$ cat src/rtl/instr_fetch_unit.sv
// instr_fetch_unit: streams bytes from synchronous program RAM, packs them into instruction words and queues them.
// Define FETCH_PERF_EN to add saturating pop/stall/flush counters.
module instr_fetch_unit #(
  parameter int DATA_W = 8,
  parameter int ADDR_W = 8,
  parameter int INSTR_BYTES = 3,
  parameter int FIFO_DEPTH = 2,
  parameter logic [ADDR_W-1:0] RESET_PC = '0
) (
  input  logic                            clk,
  input  logic                            rst,
  output logic                            mem_rd_en,
  output logic [ADDR_W-1:0]               mem_addr,
  input  logic [DATA_W-1:0]               mem_data,
  output logic                            instr_valid,
  input  logic                            instr_ready,
  output logic [DATA_W*INSTR_BYTES-1:0]   instr_word,
  output logic [ADDR_W-1:0]               instr_pc,
  input  logic                            redirect,
  input  logic [ADDR_W-1:0]               redirect_pc,
  input  logic                            halt,
  output logic [$clog2(FIFO_DEPTH+1)-1:0] fifo_count
`ifdef FETCH_PERF_EN
  ,
  output logic [15:0]                     perf_instr_count,
  output logic [15:0]                     perf_stall_cycles,
  output logic [15:0]                     perf_flush_count
`endif
);
  localparam int W = DATA_W * INSTR_BYTES;
  localparam int CNT_W = $clog2(FIFO_DEPTH + 1);
  localparam int PTR_W = FIFO_DEPTH > 1 ? $clog2(FIFO_DEPTH) : 1;
  localparam int BC_W = INSTR_BYTES > 1 ? $clog2(INSTR_BYTES) : 1;
  typedef enum logic [1:0] {RUN, STALL, HALT} state_t;
  state_t state_q, state_d;
  logic [ADDR_W-1:0] pc_q, rd_addr_q, asm_pc_q;
  logic [BC_W-1:0] iss_cnt_q, land_cnt_q;
  logic inflight_q, pending_q;
  logic [W-1:0] asm_q, word_d;
  logic [CNT_W-1:0] count_q;
  logic [PTR_W-1:0] rd_ptr_q, wr_ptr_q;
  logic [W-1:0] fifo_word [FIFO_DEPTH];
  logic [ADDR_W-1:0] fifo_pc [FIFO_DEPTH];
  logic credit_ok, issue, land, last, push, pop;
  function automatic logic [PTR_W-1:0] nxt(input logic [PTR_W-1:0] p);
    return (p == PTR_W'(FIFO_DEPTH - 1)) ? '0 : p + PTR_W'(1);
  endfunction
  // Credit only gates the first byte; later bytes already own the slot reserved by pending_q.
  assign credit_ok = (iss_cnt_q != '0) ||
                     (({1'b0, count_q} + (CNT_W+1)'(pending_q)) < (CNT_W+1)'(FIFO_DEPTH));
  always_comb begin
    state_d = state_q;
    case (state_q)
      RUN:     state_d = halt ? HALT : (credit_ok ? RUN : STALL);
      STALL:   state_d = halt ? HALT : (credit_ok ? RUN : STALL);
      default: state_d = halt ? HALT : (credit_ok ? RUN : STALL);
    endcase
  end
  assign issue = rst && !redirect && (state_d == RUN);
  assign mem_rd_en = issue;
  assign mem_addr = pc_q;
  assign land = inflight_q && !redirect;
  assign last = land_cnt_q == BC_W'(INSTR_BYTES - 1);
  assign push = land && last;
  assign instr_valid = count_q != '0;
  assign pop = instr_valid && instr_ready && !redirect;
  assign word_d = ((land_cnt_q == '0 ? '0 : asm_q) << DATA_W) | W'(mem_data);
  assign instr_word = instr_valid ? fifo_word[rd_ptr_q] : '0;
  assign instr_pc = instr_valid ? fifo_pc[rd_ptr_q] : '0;
  assign fifo_count = count_q;
  always_ff @(posedge clk or negedge rst) begin
    if (!rst) begin
      state_q <= RUN;
      pc_q <= RESET_PC;
      rd_addr_q <= '0;
      asm_pc_q <= '0;
      iss_cnt_q <= '0;
      land_cnt_q <= '0;
      inflight_q <= 1'b0;
      pending_q <= 1'b0;
      asm_q <= '0;
      count_q <= '0;
      rd_ptr_q <= '0;
      wr_ptr_q <= '0;
    end else begin
      state_q <= state_d;
      inflight_q <= issue;
      rd_addr_q <= pc_q;
      if (redirect) begin
        pc_q <= redirect_pc;
        iss_cnt_q <= '0;
        land_cnt_q <= '0;
        pending_q <= 1'b0;
        count_q <= '0;
        rd_ptr_q <= '0;
        wr_ptr_q <= '0;
      end else begin
        if (issue) begin
          pc_q <= pc_q + ADDR_W'(1);
          iss_cnt_q <= (iss_cnt_q == BC_W'(INSTR_BYTES - 1)) ? '0 : iss_cnt_q + BC_W'(1);
        end
        pending_q <= (issue && iss_cnt_q == '0) || (pending_q && !push);
        if (land) begin
          land_cnt_q <= last ? '0 : land_cnt_q + BC_W'(1);
          asm_q <= word_d;
          if (land_cnt_q == '0) asm_pc_q <= rd_addr_q;
        end
        count_q <= count_q + CNT_W'(push) - CNT_W'(pop);
        if (push) wr_ptr_q <= nxt(wr_ptr_q);
        if (pop) rd_ptr_q <= nxt(rd_ptr_q);
      end
    end
  end
  always_ff @(posedge clk) begin
    if (push) begin
      fifo_word[wr_ptr_q] <= word_d;
      fifo_pc[wr_ptr_q] <= (land_cnt_q == '0) ? rd_addr_q : asm_pc_q;
    end
  end
`ifdef FETCH_PERF_EN
  always_ff @(posedge clk or negedge rst) begin
    if (!rst) begin
      perf_instr_count <= '0;
      perf_stall_cycles <= '0;
      perf_flush_count <= '0;
    end else begin
      perf_instr_count <= perf_instr_count + 16'(pop && perf_instr_count != '1);
      perf_stall_cycles <= perf_stall_cycles + 16'(state_q == STALL && perf_stall_cycles != '1);
      perf_flush_count <= perf_flush_count + 16'(redirect && perf_flush_count != '1);
    end
  end
`endif
endmodule

$ cat config.mk
export PLATFORM = sky130hd
export DESIGN_NAME = instr_fetch_unit
export DESIGN_NICKNAME = d
export VERILOG_FILES = /design/src/rtl/instr_fetch_unit.sv
export SDC_FILE = /design/constraint.sdc
export NUM_CORES = 1
export LEC_CHECK = 0
export CAP_MARGIN = 20
export CORE_UTILIZATION = 55
export CTS_CLUSTER_DIAMETER = 120
export DETAILED_ROUTE_END_ITERATION = 16
export PLACE_DENSITY = 0.83
export SYNTH_ARGS = -nofsm -noshare
export SYNTH_HDL_FRONTEND = slang
export SYNTH_SLANG_ARGS = --single-unit
$ cat constraint.sdc
create_clock -name clk -period 8.46 [get_ports clk]
set_input_delay 1.269 -clock clk [delete_from_list [all_inputs] [get_ports clk]]
set_output_delay 1.269 -clock clk [all_outputs]
set_load 0.1 [all_outputs]
---- After elaboration in Yosys (flattened, before gate mapping) ----
Memories as Yosys holds them, arrays and structs flattened.
Cells that the tools add are included.
Widths: inputs -> output; s select.
cells by class
  add/subtract/negate cells ............... 8
  magnitude comparators ................... 1
  equality and inequality tests ........... 2
  multiplexer cells ....................... 24
  bitwise operators ....................... 2
  reductions and logical operators ........ 22
operators with widths
  cell                 number
  $mux 8               4
  $mux 24              1
  $or 24x8->24         1
  $mux 16              1
  $mux 2               8
  $reduce_bool 2->1    6
  $mux 1               10
  $add 8x1->8 const B  1
  $logic_and 1x1->1    8
  $logic_not 2->1      3
  $add 2x1->2 const B  2
  $eq 2x2->1 const B   2
  $add 2x1->3          1
  $lt 3x2->1 const B   1
  $add 1x1->1 const B  2
  $add 2x1->2          1
  $logic_not 1->1      2
  $logic_or 1x1->1     2
  $reduce_and 2->1     1
  $sub 2x1->2          1
  $not 1->1            1
word-level totals
  flip-flop bits (word level) ............. 50
  RAM bits ................................ 64
  logic and storage cells ................. 72
  memories ................................ 2
memories
  memory     depth  bits a word  read ports  clocked after memory_dff  wr ports  line  RTL
  fifo_word  2      24           1           0                         1         42    logic [W-1:0] fifo_word [FIFO_DEPTH];
  fifo_pc    2      8            1           0                         1         43    logic [ADDR_W-1:0] fifo_pc [FIFO_DEPTH];

---- Depth between registers and ports, before layout ----
  depth in word-level cells ............... 10
  mapped depth ............................ 11

---- Worst setup path before layout ----
OpenSTA, ideal clock, no wires.
  kind .................................... input port to output port
  start point ............................. input halt
  end point ............................... output mem_rd_en
  data arrival time ....................... 2902 ps
  required time ........................... 7191 ps
  path slack .............................. 4289 ps
  cell stages on the path ................. 3
  cell sequence ........................... and2b_1 -> o21ai_2 -> nor2_1
between the ends
  longest elaborated chain between the ends .. 3
ends and longest elaborated chain
  element             line        RTL
  start: declaration  21          input logic halt,
  $mux 2              54, 55, 56
  $logic_not 2->1     59          assign issue = rst && !redirect && (state_d == RUN);
  $logic_and 1x1->1   59
  end: declaration    12          output logic mem_rd_en,
No other way between the ends.

---- Worst setup path after layout ----
  start point ............................. input rst
  end point ............................... output mem_rd_en
between the ends
  longest elaborated chain between the ends .. 2
ends and longest elaborated chain
  element                         line  RTL
  start: declaration              11    input logic rst,
  $logic_and 1x1->1 (2 in a row)  59
No other way between the ends.

==> reports/metrics.yaml <==
status: "completed"
crit_start: "rst"
synth_flop_cell: "edfxtp_1"
cts_sinks: 114
ys_seq_area_share_pct: 67.55
worstMarginPinSlew_ns: 1.018
syn_area_um2: 4697
leakage_nw: 2.244
reg2reg_depth: 3
clockBufferDepth: 2
r2r_start: "inflight_q$_DFF_PN0_"
slew_headroom_pct: 32.14
overflow: 0
slew_viol_final: 0
dp.cells: 473
cts_tree: "built"
die_area_um2: 8913
synth_area_leaders: "edfxtp_1 (41%), dfrtp_1 (27%), mux2_2 (8.2%)"
grt_max_degree: 55
critPathCaptureType: "primary output"
layoutNonFillerInstCount: 506
synth_cells: 318
start_util_pct: 56.88
h-tree-depth: 4
p_int_mw: 1.173
synth-async-reset-ratio_pct: 43.86
hp-class: "register to register"
slowest_delay_ns: 1.17
ff_latch_area_um2: 3174
antenna_found_initial: 0
cts.repair.resized: 0
hp-start: "mem_addr[7]$_DFFE_PN0P_"
die_h_um: 94.41
clkTransAtPathRegs_ns: 0.05
place.gp.congestion: 0.7692
power_switching_uw: 324.4
fillers: 522
slowest_stage: "clkdlybuf4s50_1"
combPwrFrac_pct: 8.1
final_layout_size_suffix_gt1_share_pct: 19.70
ys_types: 35
synth_top_cell_area_share_pct: 40.92
power.density_nw_per_um2: 247.9
cts_made_buffers: 17
grt_pass1_vias: 2749
pwr-share-clk_pct: 48.7
wirelength_um: 8686
hold_violations: 0
root_buffer: "clkbuf_8"
insertion_delay_ns: 0.51
whs_path_depth: 0
ys_ff_latch: 114
port_buffers: 64
p_sw_share_pct: 21.66
grt_pass1_wl_um: 13780
required_ns: 7.19
syn_to_final_growth_pct: 28.58
path_class: "input pin to primary output"
synth.most_common_cell: "edfxtp_1"
ir_worst_vdd_mv: 0.1663
sequentialPowerShare_pct: 43.1
ys_warn_count: 0
maxCapViolCount: 0
hpwl_um: 5158
drt_first_pass_iters: 4
cp-start-kind: "input pin"
netlist_top_cells_count: "edfxtp_1 (64), dfrtp_1 (50), nor2_1 (41), mux2_2 (34), mux2i_1 (34)"
num_vias: 2727
via_per_inst: 5.389
rows: 33
path_max_fanout: 54
finalPower_mw: 1.497
synth_nets: 342
drc_errors: 0
drt_iter0_markers: 163
cp_cell_sequence: "buf_2, buf_4, and2b_1, o21ai_2, nor2_1, clkdlybuf4s50_1"
synth_edf_count: 64
cp.arrival_ns: 3.63
multiInputGateArea_um2: 1439
n_antenna_cell: 0
timing.fmax_mhz: 204.1
ant_nets: 0
post_cts_buffers: 0
setup_viol: 0
finalCritPeriodShare_pct: 57.92
avgSynthCellArea_um2: 14.77
setup_tns_ns: 0
fin_nets: 412
pin_count: 65
core_area_um2: 8258
drt-wirelength-per-cell_um: 17.17
synth_top_cell_by_area: "edfxtp_1"
cts_hold_buf: 0
period_minus_slack_ns: 4.900
rsz0062_at_grt: "false"
fp.dieW_um: 94.41
fin_skew_ns: 0.007874
grtUsageTotal_pct: 21.55
metrics by stage:
step / hold slack (ns) / area (um^2) / util (%) / worst slack [ns]
after floorplan: 0.4710 / 4697 / - / 4.289
after global placement: 0.4399 / 5406 / 65.47 / 3.577
after detailed placement: 0.4298 / 5406 / 65.47 / 3.539
after CTS: 0.4514 / 6025 / 72.95 / 3.509
after global routing: 0.4620 / 6040 / 73.14 / 3.371
final: 0.4499 / 6040 / 73.14 / 3.560
flip-flops by register name (all words and copies together) (netlist names):
signal,count
pending_q,1
inflight_q,1
fifo_count,2
asm_pc_q,8
rd_addr_q,8
land_cnt_q,2
wr_ptr_q,1
mem_addr,8
asm_q,16
fifo_pc,16
fifo_word,48
iss_cnt_q,2
rd_ptr_q,1
final timing paths:
path	end	slack, ns
setup / recovery	mem_rd_en	3.56
hold / removal	rd_addr_q[7]$_DFF_PN0_	0.45
setup reg to reg	fifo_pc[0][5]$_DFFE_PP_	6.00
hold reg to reg	rd_addr_q[7]$_DFF_PN0_	0.45
max in group asynchronous	rd_ptr_q$_DFFE_PN0P_	7.10
min in group asynchronous	mem_addr[0]$_DFFE_PN0P_	0.88
cells in the final DEF (no fill, tap or decap), drive strengths merged, types with 5 or more instances in the layout:
master / count
mux2: 35
nor2: 41
dfrtp: 50
clkdlybuf4s50: 63
clkbuf: 22
clkinv: 5
nand2: 11
a21oi: 5
nor2b: 18
o211ai: 5
o21ai: 7
edfxtp: 64
mux2i: 34
xor2: 7
power by group through the flow:
| stage | Combinational (mW) | Sequential (mW) | Clock (mW) |
|---|---|---|---|
| floorplan | 0.0543 | 0.679 | 0 |
| global placement | 0.117 | 0.652 | 0 |
| detailed placement | 0.120 | 0.655 | 0 |
| CTS | 0.122 | 0.646 | 0.739 |
| global route | 0.129 | 0.650 | 0.762 |
| finish | 0.122 | 0.646 | 0.730 |
worst max-delay path: cells and delay by family:
kind	cells	cell delay, ns
AO/OA/AOI/OAI	1	0.12
AND/OR/NAND/NOR	2	0.47
buffers and inverters	3	1.76
layer usage:
| layer | vias up | track usage (%) | part of all wire [%] |
|---|---|---|---|
| li1 | 1274 | - | - |
| met1 | 1384 | 25.75 | 43 |
| met2 | 60 | 37.02 | 53 |
| met3 | 9 | 5.475 | 3.0 |
| met4 | 0 | 9.231 | 1.1 |
| met5 | - | 0 | 0 |
area by class of cell:
cell class,instances,share of cell area (%)
Inverter,3,0.1865
Sequential cell,114,52.56
Clock buffer,22,7.665
Clock inverter,10,2.569
Multi-Input combinational cell,185,23.82
Timing Repair Buffer,67,11.02
Tap cell,105,2.175
logic make-up (layout without fill, tap and decap cells):
group	after synthesis	count (layout)	share of synthesized area, %
compound gates	18	18	2.478
fa+ha+maj	3	3	0.7992
mux	69	69	15.64
flops	114	114	67.55
xor+xnor	9	9	1.678
simple gates	86	86	9.617
buf+inv	19	102	2.238
(Power assumes the default switching activity.)
